<file path="src/rtl/eth_traffic_sequencer.sv">
// Burst-test sequencer for the TX side of ethernet_interface_top.
// It latches a run configuration and sends N frames using the tx_start/tx_fsm_busy
// handshake. Frames are separated by a programmable idle gap, and the payload size
// can be swept between runs of frames. At the end it waits for the RX counter to
// account for every frame and reports pass/fail with an error code.
//
// Ports:
//   i_main_clk, i_rst          clock, asynchronous active-high reset
//   i_run, i_abort             start pulse (IDLE/DONE only), abort level
//   i_num_packets .. i_timeout run configuration, latched on an accepted run
//   i_tx_fsm_busy              core TX busy
//   i_rx_packet_count          core RX frame counter (wraps)
//   o_tx_start .. o_lfsr_seed  core control, all registered
//   o_busy, o_done, o_pass     run status
//   o_err_code                 0 ok, 1 start timeout, 2 end timeout,
//                              3 drain timeout, 4 abort
//   o_tx_sent, o_rx_seen       frame counters for the current run
module eth_traffic_sequencer #(
  parameter int unsigned CNT_W = 16,
  parameter int unsigned RXC_W = 10
) (
  input  logic             i_main_clk,
  input  logic             i_rst,
  input  logic             i_run,
  input  logic             i_abort,
  input  logic [CNT_W-1:0] i_num_packets,
  input  logic [15:0]      i_payload_min,
  input  logic [15:0]      i_payload_max,
  input  logic [15:0]      i_payload_step,
  input  logic             i_use_lfsr,
  input  logic [31:0]      i_lfsr_seed,
  input  logic [15:0]      i_gap_count,
  input  logic [CNT_W-1:0] i_frame_gap,
  input  logic [CNT_W-1:0] i_timeout,
  input  logic             i_tx_fsm_busy,
  input  logic [RXC_W-1:0] i_rx_packet_count,
  output logic             o_tx_start,
  output logic             o_tx_use_lfsr,
  output logic             o_lfsr_seed_rst,
  output logic             o_rx_rst_waddr,
  output logic [15:0]      o_tx_payload_size,
  output logic [15:0]      o_tx_gap_count,
  output logic [31:0]      o_lfsr_seed,
  output logic             o_busy,
  output logic             o_done,
  output logic             o_pass,
  output logic [2:0]       o_err_code,
  output logic [CNT_W-1:0] o_tx_sent,
  output logic [CNT_W-1:0] o_rx_seen
);

  localparam int unsigned PAY_W = 16;

  localparam logic [2:0] S_IDLE      = 3'd0;
  localparam logic [2:0] S_SETUP     = 3'd1;
  localparam logic [2:0] S_WAIT_IDLE = 3'd2;
  localparam logic [2:0] S_START     = 3'd3;
  localparam logic [2:0] S_WAIT_END  = 3'd4;
  localparam logic [2:0] S_GAP       = 3'd5;
  localparam logic [2:0] S_DRAIN     = 3'd6;
  localparam logic [2:0] S_DONE      = 3'd7;

  localparam logic [2:0] ERR_NONE  = 3'd0;
  localparam logic [2:0] ERR_START = 3'd1;
  localparam logic [2:0] ERR_END   = 3'd2;
  localparam logic [2:0] ERR_DRAIN = 3'd3;
  localparam logic [2:0] ERR_ABORT = 3'd4;

  logic [2:0]       state, state_nx;
  logic [2:0]       err_nx;
  logic [CNT_W-1:0] timer;
  logic [CNT_W-1:0] num_q, gap_q, tmo_q, tmo_lim;
  logic [PAY_W-1:0] pmin_q, pmax_q, pstep_q, pay_nx;
  logic [PAY_W:0]   pay_sum;
  logic [RXC_W-1:0] rx_prev, rx_delta;
  logic             run_ok, active, tmo_hit, hs_done, frame_next;

  assign run_ok   = i_run && (state == S_IDLE || state == S_DONE);
  assign active   = (state != S_IDLE) && (state != S_DONE);
  assign tmo_lim  = (tmo_q == '0) ? '1 : tmo_q;
  assign tmo_hit  = (timer == tmo_lim - CNT_W'(1));
  assign hs_done  = (state == S_START) && i_tx_fsm_busy;
  assign rx_delta = i_rx_packet_count - rx_prev;

  // Next payload in 17 bits so that overflow past 0xFFFF also wraps to min.
  assign pay_sum = {1'b0, o_tx_payload_size} + {1'b0, pstep_q};
  assign pay_nx  = (pay_sum > {1'b0, pmax_q}) ? pmin_q : pay_sum[PAY_W-1:0];

  assign frame_next = (state == S_WAIT_END) &&
                      (state_nx == S_GAP || state_nx == S_START);

  // Next-state and error-code logic; abort overrides every other transition.
  always_comb begin
    state_nx = state;
    err_nx   = o_err_code;
    case (state)
      S_IDLE, S_DONE: begin
        if (i_run) begin
          err_nx   = ERR_NONE;
          state_nx = (i_num_packets == '0) ? S_DONE : S_SETUP;
        end
      end
      S_SETUP: state_nx = S_WAIT_IDLE;
      S_WAIT_IDLE: begin
        if (!i_tx_fsm_busy) begin
          state_nx = S_START;
        end else if (tmo_hit) begin
          state_nx = S_DONE;
          err_nx   = ERR_START;
        end
      end
      S_START: begin
        if (i_tx_fsm_busy) begin
          state_nx = S_WAIT_END;
        end else if (tmo_hit) begin
          state_nx = S_DONE;
          err_nx   = ERR_START;
        end
      end
      S_WAIT_END: begin
        if (!i_tx_fsm_busy) begin
          if (o_tx_sent < num_q) state_nx = (gap_q == '0) ? S_START : S_GAP;
          else                   state_nx = S_DRAIN;
        end else if (tmo_hit) begin
          state_nx = S_DONE;
          err_nx   = ERR_END;
        end
      end
      S_GAP: begin
        if (timer == gap_q - CNT_W'(1)) state_nx = S_START;
      end
      S_DRAIN: begin
        if (o_rx_seen == num_q) begin
          state_nx = S_DONE;
        end else if (tmo_hit) begin
          state_nx = S_DONE;
          err_nx   = ERR_DRAIN;
        end
      end
      default: state_nx = S_IDLE;
    endcase
    if (active && i_abort) begin
      state_nx = S_DONE;
      err_nx   = ERR_ABORT;
    end
  end

  // State, per-state timer, configuration and registered outputs.
  always_ff @(posedge i_main_clk or posedge i_rst) begin
    if (i_rst) begin
      state             <= S_IDLE;
      timer             <= '0;
      num_q             <= '0;
      gap_q             <= '0;
      tmo_q             <= '0;
      pmin_q            <= '0;
      pmax_q            <= '0;
      pstep_q           <= '0;
      rx_prev           <= '0;
      o_tx_start        <= 1'b0;
      o_tx_use_lfsr     <= 1'b0;
      o_lfsr_seed_rst   <= 1'b0;
      o_rx_rst_waddr    <= 1'b0;
      o_tx_payload_size <= '0;
      o_tx_gap_count    <= '0;
      o_lfsr_seed       <= '0;
      o_busy            <= 1'b0;
      o_done            <= 1'b0;
      o_pass            <= 1'b0;
      o_err_code        <= '0;
      o_tx_sent         <= '0;
      o_rx_seen         <= '0;
    end else begin
      state           <= state_nx;
      timer           <= (state_nx != state) ? '0 : timer + CNT_W'(1);
      o_err_code      <= err_nx;
      o_busy          <= (state_nx != S_IDLE) && (state_nx != S_DONE);
      o_done          <= (state_nx == S_DONE);
      o_pass          <= (state_nx == S_DONE) && (err_nx == ERR_NONE);
      o_tx_start      <= (state_nx == S_START);
      o_lfsr_seed_rst <= (state_nx == S_SETUP);
      o_rx_rst_waddr  <= (state_nx == S_SETUP);
      if (run_ok) begin
        num_q          <= i_num_packets;
        gap_q          <= i_frame_gap;
        tmo_q          <= i_timeout;
        pmin_q         <= i_payload_min;
        pmax_q         <= i_payload_max;
        pstep_q        <= i_payload_step;
        o_tx_use_lfsr  <= i_use_lfsr;
        o_lfsr_seed    <= i_lfsr_seed;
        o_tx_gap_count <= i_gap_count;
        o_tx_sent      <= '0;
        o_rx_seen      <= '0;
      end else begin
        // A completed handshake counts even when an abort wins the same cycle.
        if (hs_done) o_tx_sent <= o_tx_sent + CNT_W'(1);
        // SETUP takes the reference count; later states accumulate modular deltas.
        if (state == S_SETUP) begin
          rx_prev           <= i_rx_packet_count;
          o_tx_payload_size <= pmin_q;
        end else if (state != S_IDLE) begin
          rx_prev   <= i_rx_packet_count;
          o_rx_seen <= o_rx_seen + CNT_W'(rx_delta);
        end
        if (frame_next) o_tx_payload_size <= pay_nx;
      end
    end
  end

endmodule

</file>
<file path="config.mk">
export PLATFORM = sky130hd
export DESIGN_NAME = eth_traffic_sequencer
export DESIGN_NICKNAME = d
export VERILOG_FILES = /design/src/rtl/eth_traffic_sequencer.sv
export SDC_FILE = /design/constraint.sdc
export NUM_CORES = 1
export LEC_CHECK = 0
export CAP_MARGIN = 20
export CORE_AREA = 2 2 217 219
export CTS_CLUSTER_DIAMETER = 40
export DETAILED_ROUTE_END_ITERATION = 6
export DIE_AREA = 0 0 219 221
export HOLD_SLACK_MARGIN = 0.05
export PLACE_DENSITY_LB_ADDON = 0.12
export SLEW_MARGIN = 25
export SYNTH_ARGS = -nofsm -noshare
export SYNTH_HDL_FRONTEND = slang
export SYNTH_SLANG_ARGS = --single-unit
</file>
<file path="constraint.sdc">
create_clock -name i_main_clk -period 18.6 [get_ports i_main_clk]
set_input_delay 3.72 -clock i_main_clk [delete_from_list [all_inputs] [get_ports i_main_clk]]
set_output_delay 3.72 -clock i_main_clk [all_outputs]
set_load 0.02 [all_outputs]
</file>
==> out/metrics.yaml, run 1 <==
global_routing:
  gr-max-usage-layer: "met2"
  gr-usage-met3_pct: 3.86
  grt_max_degree: 202
  grt_pass1_vias: 11929
  grt_pass1_wl_um: 67500
  antenna_found_initial: 3
  grt_overflow_total: 0
  grtUsageTotal_pct: 17.6
  grt_util_met2_pct: 28.9
  grt_util_met1_pct: 23.0
floorplanning:
  core_um2: 46100
  die_area_um2: 48400
  std_cell_rows: 79
  fp.dieW_um: 219
  io_pins: 266
  initial_core_util_pct: 29.8
  dieHeight_um: 221
drt:
  vias_per_cell: 4.79
  antenna_left: 0
  wl_per_cell_um: 17.1
  wirelength_um: 42400
  drt_first_pass_iters: 5
  vias: 11828
  drc_errors: 0
  drt_iter0_markers: 626
logic_synthesis:
  synth_fp_nets: 1802
  synth_area_per_cell_um2: 8.74
  ys_ff_latch: 230
  ys.flop_type: "dfrtp_1"
  synth_edf_count: 0
  synthTopCellsByArea: "dfrtp_1 (42%), nand2_1 (12%), ha_1 (6.5%)"
  syn_inst: 1568
  yosysMostFrequentCell: "nand2_1"
  yosysUniqueCellTypes: 81
  seq_area_frac_synth_pct: 42.0
  synth_top_area_share_pct: 42.0
  ys_top_cells_by_count: "nand2_1 (425), dfrtp_1 (230), nor2_1 (94), inv_1 (77), xnor2_1 (76)"
  post_synth_instance_area_um2: 13700
  async_reset_ff_share_pct: 100
  yosysWarnings: 0
  synth_top_area_cell: "dfrtp_1"
min_path:
  hold_path.startpoint: "o_lfsr_seed[15]"
  hold_class: "register to register"
worst_setup_path:
  cp-end-kind: "register"
  worst_ep_arrival_time_ns: 7.38
  startpoint: "i_tx_fsm_busy"
  worstPathRequired_ns: 19.06
  path_class: "input port to register"
  worst_setup_path_start_kind: "input port"
  rr_startpoint: "tmo_q[11]"
  cp_max_fo: 16
placed_design:
  io_buffers: 265
  dp_hpwl_um: 30300
  gp_congestion: 0.857
sta:
  relSlewSlack_pct: 43.2
  slew_violations: 0
  rsz0062_at_grt: "no"
  min_period_ns: 6.93
  skew_ns: 0.0214
  finalSetupTns_ns: 0
  finalSetupViolations: 0
  hold_viol: 0
  fin_crit_sh_pct: 37.2
  worstMarginPinSlew_ns: 0.851
  fmax_mhz: 144
power_and_ir_drop:
  vdd_drop_max_mv: 0.0761
  power_density_nw_per_um2: 186
  power_w: 0.00351
  power.leakage_nw: 8.51
clock_tree:
  cts_tree: "built"
  postCtsSetupRepairBufs: 0
  ctsHoldBuffers: 0
  clkSinkCount: 230
  cts-root-buf: "clkbuf_16"
  insertion_delay_ns: 0.58
  cts_max_level: 2
  cts_resized: 0
  cts_made_buffers: 53
  clk_pin_slew_ns: 0.05
  clk_path_buf_depth: 3
status:
  status: "complete, no violations"
layout:
  fin_util_pct: 40.9
  fin_nets: 2053
  area_delta_synth_final_pct: 37.3
  layout-drive-gt1-share_pct: 9.82
flow_run:
  maxCapViolCount: 0
## layer usage
metal  up-vias  share of wire [%]
li1       5831                  -
met3        62                5.1
met1      5708                 44
met4         4                1.9
met2       223                 48
met5         -              0.061
## registers in the layout (all words and copies together) (netlist names), 3 cells and up
register           cells
pmax_q                16
o_tx_gap_count        16
timer                 16
o_rx_seen             16
pmin_q                16
tmo_q                 16
rx_prev               10
state                  3
o_err_code             3
num_q                 16
o_tx_payload_size     16
o_tx_sent             16
gap_q                 16
pstep_q               16
o_lfsr_seed           32
## path summary, 6_finish.rpt
kind	to	slack [ns]	depth (start not counted)
worst max-delay path	o_tx_payload_size[2]	11.67	12
worst min-delay path	o_lfsr_seed[15]	0.47	2
worst max register to register	o_tx_payload_size[2]	12.27	17
worst min register to register	o_lfsr_seed[15]	0.47	2
max in group asynchronous	tmo_q[13]	13.66	3
min in group asynchronous	o_tx_sent[0]	3.65	2
## through the flow
| step | std cells | hold slack [ns] | setup WS, ns | area, µm² |
|---|---|---|---|---|
| 3_5_place_dp | 2370 | 0.461 | 10.89 | 16900 |
| 4_1_cts | 2469 | 0.473 | 11.50 | 18800 |
| 3_3_place_gp | 2370 | 0.458 | 10.95 | 16900 |
| 5_1_grt | 2470 | 0.486 | 11.33 | 18800 |
| 2_1_floorplan | 1568 | 0.440 | 8.58 | 13700 |
| 6_report | 2471 | 0.469 | 11.67 | 18800 |
## cells in the final DEF, fill, tap and decap left out, drive strengths merged, types with 39 or more instances in the layout
master	instances
nand3	45
dfrtp	230
xor2	39
clkbuf	64
nand2	425
nor2	98
mux2	41
ha	71
o21ai	73
a21oi	63
xnor2	76
inv	80
clkdlybuf4s50	265
## layout make-up
cell class | instances | area (µm²)
clock inverters | 35 | 455
fillers | 4667 | 27200
inverters | 77 | 302
flip-flops and latches | 230 | 5760
well taps | 607 | 759
diodes | 1 | 2.50
clock buffers | 64 | 1450
multi-input cells | 1181 | 7330
repair buffers | 276 | 2770
## logic make-up (layout without fill, tap and decap cells)
family                   count (synthesis)  in the layout  synth area share [%]
flip-flops                             230            230                  42.0
multiplexers                            45             45                  4.21
AO/OA/AOI/OAI                          234            234                  11.1
buffers and inverters                  157            452                  4.69
AND/OR/NAND/NOR                        713            713                  23.6
other                                    0              1                     0
XOR/XNOR                               115            115                  7.48
adder cells (fa/ha/maj)                 74             74                  6.92
## power by group
| part | leakage, nW | internal [W] | switching (W) |
|---|---|---|---|
| sequential | 2.90 | 0.000703 | 0.000204 |
| clock | 0.922 | 0.000678 | 0.000315 |
| combinational | 4.68 | 0.000723 | 0.000883 |
| total | 8.51 | 0.00210 | 0.00140 |
## critical path, stage by stage
cell	delay [ns]
clkdlybuf4s50_1	0.75
inv_1	0.21
nand2_1	0.16
a221oi_1	0.08
a211oi_1	0.37
nand2_1	0.18
o31ai_1	0.42
nor2_4	0.13
xor2_4	0.21
o2111ai_4	0.43
mux2_4	0.45
mux2_4	0.26
(Power assumes the default switching activity.)
==> inputs of run 2 (changes only) <==
- clock period: 18.6 -> 6.2 ns (I/O delays scaled with it)
==> run 2 against run 1 <==
Effect of this change:
- sequential power grew to 3.0 times the previous value
- flip-flop and latch count stayed put
- cell area is 0.71% lower
- critical endpoint is now o_tx_payload_size[7]
- largest power group unchanged
- highest routed layer unchanged
==> out/metrics.yaml, run 2 (synthesis gave the netlist of run 1 again) <==
floorplanning:
  dieHeight_um: 221
  fp.dieW_um: 219
  die_area_um2: 48400
  io_pins: 266
  std_cell_rows: 79
  initial_core_util_pct: 29.8
  core_um2: 46100
layout:
  layout-drive-gt1-share_pct: 9.42
  final_common_cell: "nand2_1"
  n_fill_cell: 4714
  fin_nets: 2053
  largest_reg_flops: 32
  postLayoutCellArea_um2: 18700
  area_delta_synth_final_pct: 36.3
  top_register: "o_lfsr_seed"
  final_cell_mix: "nand2_1 (424), clkdlybuf4s50_1 (265), dfrtp_1 (230)"
status:
  status: "complete, no violations"
worst_setup_path:
  worstPathRequired_ns: 6.65
  rr_startpoint: "tmo_q[4]"
  cp_max_fo: 16
  rrSetupSlack_ns: 0.61
  reg2reg_depth: 16
  crit_end: "o_tx_payload_size[7]"
  path_class: "register to register"
  worst_setup_path_start_kind: "register"
  startpoint: "tmo_q[4]"
  worst_ep_arrival_time_ns: 6.04
  cp-end-kind: "register"
  r2r-end: "o_tx_payload_size[7]"
sta:
  finalSetupTns_ns: 0
  relSlewSlack_pct: 39.7
  min_period_ns: 5.59
  fmax_mhz: 179
  fin_crit_sh_pct: 90.2
  slew_violations: 0
  hold_viol: 0
  worstMarginPinSlew_ns: 0.904
  skew_ns: 0.0230
  finalSetupViolations: 0
  rsz0062_at_grt: "no"
clock_tree:
  cts_tree: "built"
  postCtsSetupRepairBufs: 0
  clk_path_buf_depth: 3
  insertion_delay_ns: 0.57
  cts_resized: 0
  clk_pin_slew_ns: 0.05
  ctsHoldBuffers: 0
  cts-root-buf: "clkbuf_16"
  cts_max_level: 2
  cts_made_buffers: 50
  clkSinkCount: 230
min_path:
  hold_class: "register to register"
global_routing:
  grt_util_met1_pct: 23.1
  grt_pass1_wl_um: 68500
  gr-usage-met3_pct: 4.05
  grt_util_met2_pct: 29.4
  grt_pass1_vias: 11932
  gr-max-usage-layer: "met2"
  antenna_found_initial: 5
  grt_max_degree: 202
  grt_overflow_total: 0
  grtUsageTotal_pct: 17.9
power_and_ir_drop:
  p_clk_share_pct: 26.7
  p_int_w: 0.00612
  vdd_drop_max_mv: 0.232
  pwr-share-seq_pct: 26.6
  power_frac_comb_pct: 46.8
  power.leakage_nw: 8.41
  swShare_pct: 40.5
  p_sw_w: 0.00416
  power_density_nw_per_um2: 550
drt:
  drt_iter0_markers: 559
  wirelength_um: 43200
  antenna_left: 0
  vias_per_cell: 4.76
  drt_first_pass_iters: 5
  vias: 11745
  drc_errors: 0
  wl_per_cell_um: 17.5
placed_design:
  dp_hpwl_um: 31200
  gp_congestion: 0.855
  placed_area_um2: 16900
  io_buffers: 265
flow_run:
  maxCapViolCount: 0
[run 2: changes by cell type in the layout (fill, tap and decap cells not counted), moves of 2 or more]
cell	previous run	this run
clkbuf_16	54	50
buf_4	9	11
clkbuf_1	4	6
clkinv_2	11	5
clkinvlp_4	7	11
inv_6	4	2
bufinv_16	9	7
diode_2	1	4
[run 2: worst max-delay path, cell delays in order (launching register included)]
cell,delay [ns]
dfrtp_1,0.51
or4_1,0.71
nor2_1,0.42
nor2_1,0.08
ha_1,0.25
xnor2_1,0.17
a221oi_1,0.40
o311ai_1,0.16
or4_1,0.59
nor4_4,0.25
nand4_2,0.21
nor2_2,0.25
a21o_2,0.15
o2bb2ai_4,0.17
o2111ai_4,0.46
mux2_4,0.44
mux2_4,0.25
[run 2: power groups by stage]
stage                     Sequential, W  Combinational [W]  Clock [W]
after floorplan                 0.00279            0.00320          0
after global placement          0.00274            0.00482          0
after detailed placement        0.00275            0.00485          0
after CTS                       0.00274            0.00488    0.00282
after global routing            0.00283            0.00538    0.00289
final                           0.00273            0.00481    0.00274
[run 2: worst min path at each step]
stage	slack [ns]	to	depth (start not counted)	startpoint
2_1_floorplan	0.44	pmin_q[10]	2	pmin_q[10]
6_report	0.47	o_lfsr_seed[18]	2	o_lfsr_seed[18]
4_1_cts	0.47	o_lfsr_seed[1]	2	o_lfsr_seed[1]
3_3_place_gp	0.46	o_lfsr_seed[27]	2	o_lfsr_seed[27]
3_5_place_dp	0.46	o_lfsr_seed[18]	2	o_lfsr_seed[18]
5_1_grt	0.48	o_lfsr_seed[29]	2	o_lfsr_seed[29]
[run 2: metal layers]
layer	share of wire, %	up-vias
met5	0.025	-
met4	2.2	2
met3	5.1	71
li1	-	5828
met1	44	5595
met2	48	249
[run 2: stage by stage]
step           util (%)  total power [W]  setup slack (ns)  hold WS (ns)  cells
3_5_place_dp       36.7          0.00760             0.549         0.461   2373
2_1_floorplan         -          0.00599              1.35         0.440   1568
3_3_place_gp       36.7          0.00756             0.652         0.459   2373
4_1_cts            40.5           0.0104             0.564         0.473   2464
5_1_grt            40.6           0.0111             0.190         0.484   2468
6_report           40.6           0.0103             0.607         0.467   2469
[run 2: cell type report]
cell class	count	area (µm²)	area share, %
multi-input combinational	1181	7340	39.3
sequential	230	5760	30.8
timing repair buffer	279	2790	14.9
clock buffer	63	1370	7.33
tap	607	759	4.06
clock inverter	28	370	1.98
inverter	77	293	1.57
antenna	4	10.0	0.0536
==> inputs of run 3 (changes only) <==
- CORE_AREA: 2 2 217 219 -> 2 2 201 203
- DIE_AREA: 0 0 219 221 -> 0 0 203 205
==> run 3 against run 2 <==
Effect of this change:
- global-route usage increased by 1.8 points
- fmax hardly changed
- non-clock buffer count decreased by 3
- worst setup slack worse by 0.0019 ns
- count of clock-buffer cells in the layout is 12 lower
==> out/metrics.yaml, run 3 (synthesis gave the netlist of run 1 again) <==
status:
  status: "complete, no violations"
clock_tree:
  ctsHoldBuffers: 0
  cts_made_buffers: 44
  insertion_delay_ns: 0.57
  clk_path_buf_depth: 3
  cts_tree: "built"
  clkSinkCount: 230
  cts-root-buf: "clkbuf_16"
  postCtsSetupRepairBufs: 0
  clk_pin_slew_ns: 0.05
  cts_max_level: 2
  cts_resized: 0
power_and_ir_drop:
  power_density_nw_per_um2: 545
  p_sw_w: 0.00411
  power_frac_comb_pct: 47.7
  power.leakage_nw: 8.32
  p_clk_share_pct: 25.3
  p_int_w: 0.00593
  pwr-share-seq_pct: 27.0
  power_w: 0.0100
  vdd_drop_max_mv: 0.222
  swShare_pct: 40.9
floorplanning:
  core_um2: 39400
  fp.dieW_um: 203
  std_cell_rows: 73
  die_area_um2: 41600
  initial_core_util_pct: 34.8
  dieHeight_um: 205
  io_pins: 266
worst_setup_path:
  reg2reg_depth: 18
  critPathTopFamily: "simple AND/OR/NAND/NOR gates"
  cp-end-kind: "register"
  r2r-end: "o_tx_payload_size[0]"
  worstPathRequired_ns: 6.64
  crit_buf_inv: 1
  worst_ep_arrival_time_ns: 6.04
  startpoint: "tmo_q[10]"
  crit_end: "o_tx_payload_size[0]"
  rr_startpoint: "tmo_q[10]"
  slowest_delay_ns: 0.56
  path_class: "register to register"
  worst_setup_path_start_kind: "register"
  cp_max_fo: 16
  slowest_stage: "or4_1"
  path_cells: "nor4_1 -> nand4_1 -> buf_4 -> nor2_1 -> nor2_1 -> ha_1 -> xnor2_1 -> o21ai_0 -> a2bb2o_1 -> or4_1 -> nor4_4 -> nand4_2 -> nor2_2 -> a21o_2 -> o2bb2ai_4 -> o2111ai_4 -> mux2_4 -> mux2_4"
  rrSetupSlack_ns: 0.61
  cp.depth: 18
layout:
  layout-drive-gt1-share_pct: 9.00
  area_delta_synth_final_pct: 34.2
  fin_nets: 2044
  final_common_cell: "nand2_1"
  largest_reg_flops: 32
  final_cell_mix: "nand2_1 (424), clkdlybuf4s50_1 (265), dfrtp_1 (230)"
  fin_cells: 2373
  top_register: "o_lfsr_seed"
min_path:
  hold_class: "register to register"
global_routing:
  grtUsageTotal_pct: 19.7
  antenna_found_initial: 4
  grt_overflow_total: 0
  grt_max_degree: 202
  grt_pass1_wl_um: 64700
  grt_pass1_vias: 11592
sta:
  finalSetupTns_ns: 0
  skew_ns: 0.0222
  rsz0062_at_grt: "no"
  relSlewSlack_pct: 36.1
  worstMarginPinSlew_ns: 0.950
  whs_ns: 0.468
  min_period_ns: 5.59
  finalSetupViolations: 0
  fmax_mhz: 179
  fin_crit_sh_pct: 90.2
  slew_violations: 0
  hold_viol: 0
placed_design:
  gp_congestion: 0.877
  dp_hpwl_um: 29300
  place_inst: 2289
  io_buffers: 265
drt:
  drt_iter0_markers: 721
  vias: 11779
  drt_first_pass_iters: 5
  wirelength_um: 40900
  vias_per_cell: 4.96
  drc_errors: 0
  antenna_left: 0
  wl_per_cell_um: 17.2
flow_run:
  maxCapViolCount: 0
run 3: cell count changes in the layout (fill, tap and decap cells not counted), moves of 2 or more:
cell	previous run	this run
clkbuf_16	50	44
clkbuf_1	6	2
buf_4	11	8
buf_12	1	3
clkinvlp_4	11	9
clkbuf_8	7	5
inv_6	2	5
run 3: how the worst min path moves through the flow:
stage	startpoint	to	slack (ns)	cells past startpoint
after floorplan	pmin_q[10]	pmin_q[10]	0.44	2
after CTS	o_lfsr_seed[7]	o_lfsr_seed[7]	0.47	2
after global routing	o_tx_gap_count[2]	o_tx_gap_count[2]	0.50	2
final	o_tx_gap_count[15]	o_tx_gap_count[15]	0.47	2
after detailed placement	o_lfsr_seed[7]	o_lfsr_seed[7]	0.46	2
after global placement	o_lfsr_seed[13]	o_lfsr_seed[13]	0.46	2
run 3: power by group through the flow:
stage	Combinational (W)	Sequential (W)	Clock [W]
after floorplan	0.00320	0.00279	0
after global placement	0.00478	0.00272	0
after detailed placement	0.00482	0.00273	0
after CTS	0.00484	0.00272	0.00260
after global routing	0.00538	0.00280	0.00267
final	0.00479	0.00271	0.00254
run 3: layout make-up:
| cell class | instances | area [µm²] |
|---|---|---|
| multi-input cells | 1181 | 7340 |
| clock inverters | 30 | 397 |
| well taps | 525 | 657 |
| inverters | 77 | 293 |
| flip-flops and latches | 230 | 5760 |
| diodes | 3 | 7.51 |
| clock buffers | 51 | 1180 |
| repair buffers | 276 | 2770 |
| fillers | 3792 | 21000 |
run 3: worst register-to-register path, stage by stage, from the launching register on:
cell and delay, ns:
dfrtp_1 0.45, nor4_1 0.52, nand4_1 0.15, buf_4 0.20
nor2_1 0.31, nor2_1 0.08, ha_1 0.25, xnor2_1 0.18
o21ai_0 0.24, a2bb2o_1 0.31, or4_1 0.56, nor4_4 0.25
nand4_2 0.21, nor2_2 0.29, a21o_2 0.16, o2bb2ai_4 0.17
o2111ai_4 0.45, mux2_4 0.44, mux2_4 0.25
run 3: layer usage:
metal / GRT usage [%] / share of wire, %
met2: 32.1 / 47
met3: 4.63 / 5.6
met4: 6.83 / 2.4
met1: 25.7 / 45
met5: 0 / 0.051
run 3: stage by stage:
step	setup slack, ns	instance area, µm²	utilization (%)
finish	0.606	18400	46.7
global route	0.0279	18400	46.7
CTS	0.596	18400	46.7
detailed placement	0.621	16800	42.7
global placement	0.696	16800	42.7
floorplan	1.35	13700	-
